--- src/rtl/datapath_state_regs.sv ---
// State registers of the 16-bit CPU datapath: PC, instruction, ALU result, packed status,
// plus the combinational memory-address mux between PC and source register.
module datapath_state_regs #(
  parameter int WIDTH = 16
) (
  input  logic             clock,
  input  logic             reset,
  input  logic             program_counter_write_enable,
  input  logic [WIDTH-1:0] next_program_counter,
  input  logic             instruction_write_enable,
  input  logic [WIDTH-1:0] memory_read_data,
  input  logic [WIDTH-1:0] alu_d,
  input  logic             status_write_enable,
  input  logic             carry,
  input  logic             low,
  input  logic             flag,
  input  logic             zero,
  input  logic             negative,
  input  logic             memory_address_select,
  input  logic [WIDTH-1:0] source,
  output logic [WIDTH-1:0] program_counter,
  output logic [WIDTH-1:0] instruction,
  output logic [WIDTH-1:0] result,
  output logic [15:0]      status,
  output logic [WIDTH-1:0] memory_address
);

  logic [WIDTH-1:0] program_counter_r;
  logic [WIDTH-1:0] instruction_r;
  logic [WIDTH-1:0] result_r;
  logic [15:0]      status_r;
  logic [WIDTH-1:0] memory_address_s;

  // Reserved and I/P/E/T positions are tied to zero so no unused bit can carry X.
  function automatic logic [15:0] pack_status(
    input logic c, input logic l, input logic f, input logic z, input logic n
  );
    pack_status = {4'b0000, 4'b0000, n, z, f, 2'b00, l, 1'b0, c};
  endfunction

  // Program counter register
  always_ff @(posedge clock) begin
    if (reset) begin
      program_counter_r <= {WIDTH{1'b0}};
    end else if (program_counter_write_enable) begin
      program_counter_r <= next_program_counter;
    end else begin
      program_counter_r <= program_counter_r;
    end
  end

  // Instruction register, loaded from memory read data
  always_ff @(posedge clock) begin
    if (reset) begin
      instruction_r <= {WIDTH{1'b0}};
    end else if (instruction_write_enable) begin
      instruction_r <= memory_read_data;
    end else begin
      instruction_r <= instruction_r;
    end
  end

  // ALU result register, free-running with one cycle of latency
  always_ff @(posedge clock) begin
    if (reset) begin
      result_r <= {WIDTH{1'b0}};
    end else begin
      result_r <= alu_d;
    end
  end

  // Status register, loads the packed flag word
  always_ff @(posedge clock) begin
    if (reset) begin
      status_r <= 16'h0000;
    end else if (status_write_enable) begin
      status_r <= pack_status(carry, low, flag, zero, negative);
    end else begin
      status_r <= status_r;
    end
  end

  // Memory address mux follows the current PC register, not the next value
  always_comb begin
    memory_address_s = program_counter_r;
    case (memory_address_select)
      1'b0:    memory_address_s = program_counter_r;
      1'b1:    memory_address_s = source;
      default: memory_address_s = program_counter_r;
    endcase
  end

  assign program_counter = program_counter_r;
  assign instruction     = instruction_r;
  assign result          = result_r;
  assign status          = status_r;
  assign memory_address  = memory_address_s;

endmodule

--- config.mk ---
export PLATFORM = sky130hd
export DESIGN_NAME = datapath_state_regs
export DESIGN_NICKNAME = d
export VERILOG_FILES = /design/src/rtl/datapath_state_regs.sv
export SDC_FILE = /design/constraint.sdc
export NUM_CORES = 1
export LEC_CHECK = 0
export BUFFER_PORTS_ARGS = -buffer_cell sky130_fd_sc_hd__buf_4
export CAP_MARGIN = 20
export CORE_MARGIN = 2
export CORE_UTILIZATION = 43
export CTS_CLUSTER_SIZE = 24
export DETAILED_ROUTE_END_ITERATION = 6
export GPL_ROUTABILITY_DRIVEN = 0
export PLACE_DENSITY = 0.94
export RECOVER_POWER = 50
export SYNTH_ARGS = -nofsm -noshare
export SYNTH_HDL_FRONTEND = slang
export SYNTH_SLANG_ARGS = --single-unit
--- constraint.sdc ---
create_clock -name clock -period 1.3 [get_ports clock]
set_input_delay 0.13 -clock clock [delete_from_list [all_inputs] [get_ports clock]]
set_output_delay 0.13 -clock clock [all_outputs]
set_load 0.02 [all_outputs]
Word-level counts from Yosys, hierarchy flattened
Index checks and enable logic that the tools add are counted.
Widths: inputs -> output; s select.
{ "word_totals": {"latch_bits": 0, "n_memories": 0, "inputBits": 75, "ff_bits": 53, "output_inout_bits": 80, "elab_cells": 6, "ramBits": 0, "romBits": 0} }
{ "classes": {"n_addsub": 0, "mul": 0, "n_shift": 0, "muxes": 1, "n_reduce_logical": 0, "bitwise_logic": 1, "n_div": 0, "eq_ne": 0, "order_cmp": 0} }
{ "op_table": {"columns": ["operator", "count"], "rows": [
  ["$pmux 16 s2", 1],
  ["$not 1->1", 1]
]} }

Longest topological paths before layout
{ "depth": {"word_depth": 2, "mapped_depth": 4, "depth_no_buf": 2} }

Least setup slack after synthesis
OpenSTA, ideal clock, no wires.
{ "synth_path": {"kind": "input port to output port", "startpoint": "input port memory_address_select", "endpoint": "output port memory_address[10]", "t_required_ps": 1170, "setup_slack_ps": 456, "path_buffers": 2, "t_arrival_ps": 714, "cell_stages": 3, "path_cell_list": "buf_6 -> buf_12 -> mux2_4"} }
{ "synth_via": {"elab_chain_cells": 2} }
{ "synth_rtl": {"columns": ["element", "line", "text"], "rows": [
  ["from (decl)", "19", "input logic memory_address_select,"],
  ["$not 1->1", "86", "case (memory_address_select)"],
  ["$pmux 16 s2 (*)", "86", null],
  ["to (decl)", "25", "output logic [WIDTH-1:0] memory_address"]
]} }
Every way passes the cells marked *; elsewhere a longest branch is shown, timed or not.

Worst setup path after layout
{ "layout_path": {"startpoint": "register program_counter_r[10] (netlist: program_counter[10])", "endpoint": "output port memory_address[10]"} }
{ "layout_via": {"elab_chain_cells": 1} }
{ "layout_rtl": {"columns": ["element", "line", "text"], "rows": [
  ["from (decl)", "28", "logic [WIDTH-1:0] program_counter_r;"],
  ["from (signal assigned)", "44", "program_counter_r <= {WIDTH{1'b0}};"],
  ["from (signal assigned)", "46", "program_counter_r <= next_program_counter;"],
  ["from (signal assigned)", "48", "program_counter_r <= program_counter_r;"],
  ["$pmux 16 s2", "86", null]
]} }
No other way between the ends.

==> run summary <==
Status - complete, no violations
Cell Area, Synth - 2092 um^2
H-tree lvl count - 2
Critical path class - register to output port
Synth area leaders - dfxtp_1, mux2i_1, mux2_4
CTS tree - yes
Clock sink count - 53
Top-count cell post-synth - dfxtp_1
Flop-to-flop setup slack - 0.59 ns
CP required - 1.17 ns
Unrepaired setup endpoints after global routing - no
DRT Pass-1 Iters - 4
WP data arrival - 1.06 ns
Synth top area share - 50.72%
Post-synth EDFFs - 0
Post-Syn Area per Cell - 11.37 um^2
Synth warnings - 0
CP startpoint - program_counter[10]
Number of global-route vias before repair - 1559
Worst r2r dst - program_counter[10]
GRT Overall Usage - 17.13%
Area grow syn2layout - 49.34%
Post-DRT Antenna Nets - 0
Critical Path End - memory_address[10]
Final Hold Viols - 0
Vias post-DR - 1725
Leading area contributor after synthesis - dfxtp_1
Layout cells sized above 1 - 49.06%
Worst VDD drop - 0.6685 mV
I/O pin total - 155
Clk_lat worst skew - 0.29 ns
First-pass GRT wire length - 7134 um
CP Launch Type - register
Min Hold Slack - 0.04354 ns
Largest net degree at the start of global routing - 54
# nets final - 395
Final Slew Violations - 0
Min-Delay Path Depth - 2
Gate Count Post-Synth - 184
Antenna cells - 0
Most instantiated cells after synthesis - dfxtp_1, mux2i_1, nor2_1, nor2b_1, buf_4
Iteration-0 DRC Markers - 51
Core area - 4692 um^2
TritonCTS Buffers - 5
Worst Reg2Reg Path Length in Cells - 2
Clk buf depth - 2
Post-CTS resize count - 0
Max cap viols - 0
Die width - 73.75 um
Die H - 73.75 um
Most used DFF post-synth - dfxtp_1
Leakage - 1.628 nW
# DRC - 0
Final Setup Violations - 0
Core Rows - 25
Post-DP HPWL - 4032 um
Final min period - 1.191 ns
Ys async rst share - 0%
Slew Limit Headroom - 33.52%
Worst Hold Class - input port to register
Max frequency - 0.8398 GHz
Clock transition at path regs - 0.09 ns
Die ar. - 5439 um^2
PD cells - 1115 nW/um^2
Starting Density - 44.59%
Number of port buffers - 143
Wire per inst - 13.57 um
# Post-CTS Setup Buffers - 0
CTS Hold Bufs - 0
Post-synth cell types - 13
#FFs+latches synth - 53
Initial antenna violation count - 0
Period utilisation layout - 91.59%
Via/cell ratio - 4.612
Root buffer cell - clkbuf_8
Worst R2R Start - program_counter[10]
Total negative setup slack - 0 ns
Clock skew - 0 ns
Total Routed Length - 5077 um
Post-synthesis sequential area ratio - 50.72%
Slew @ Worst Pin - 0.9972 ns
Critical Path Sink Type - output port
Grt ovf - 0
Crit-path max FO - 3
[worst min path at each step]
| stage | start | end |
|---|---|---|
| after floorplan | alu_d[0] | result[0] |
| after detailed placement | alu_d[13] | result[13] |
| final | alu_d[13] | result[13] |
| after global routing | alu_d[1] | result[1] |
| after CTS | alu_d[13] | result[13] |
| after global placement | alu_d[5] | result[5] |
[cell usage in the layout (no fill, tap or decap)]
master | netlist | layout
clkbuf_2 | 0 | 1
clkbuf_8 | 0 | 6
clkbuf_1 | 1 | 9
buf_4 | 11 | 134
nor2_1 | 37 | 37
mux2_2 | 6 | 6
mux2i_1 | 37 | 37
conb_1 | 1 | 11
mux2_4 | 10 | 10
nor2b_1 | 16 | 16
dfxtp_1 | 53 | 53
[logic make-up (layout without fill, tap and decap cells)]
family	after synthesis	in the layout	synth area share, %
other	1	11	0.1793
buffers and inverters	24	150	9.569
flip-flops	53	53	50.72
AND/OR/NAND/NOR	53	53	11.42
multiplexers	53	53	28.11
[through the flow]
stage | instance area, um^2 | std cells | setup WS, ns | util (%) | power (mW)
floorplan | 2130 | 194 | 0.4557 | - | 2.275
global placement | 3070 | 367 | 0.2703 | 65.44 | 2.610
detailed placement | 3070 | 367 | 0.2435 | 65.44 | 2.632
CTS | 3157 | 374 | 0.1010 | 67.28 | 3.528
global route | 3124 | 374 | 0.07382 | 66.59 | 3.641
finish | 3124 | 374 | 0.1093 | 66.59 | 3.483
[flip-flops by register name, indices dropped and copies added (netlist names)]
| register | cells |
|---|---|
| status | 5 |
| instruction | 16 |
| program_counter | 16 |
| result | 16 |
[per-layer routing]
| metal | GRT usage, % | vias to the layer above | wire, um |
|---|---|---|---|
| met2 | 31.65 | 84 | 2725 |
| met5 | 0 | - | 0 |
| met1 | 18.35 | 790 | 1906 |
| met4 | 7.879 | 0 | 88 |
| met3 | 3.704 | 8 | 356 |
| li1 | - | 843 | - |
[area by class of cell]
type	count	area (um^2)
fillers	381	1568
flip-flops and latches	53	1061
repair buffers	143	1041
multi-input cells	117	868.3
clock buffers	7	86.33
well taps	54	67.56
[where the power goes]
part	switching (mW)	internal (mW)	total [mW]
Sequential	0.0502	1.72	1.77
Clock	0.484	0.424	0.908
Combinational	0.392	0.416	0.808
Total	0.926	2.56	3.48
[critical path: stages (launching register included)]
cell and delay (ns):
dfxtp_1 0.35, mux2_4 0.27, buf_4 0.16
Power figures use the tool's default switching activity.
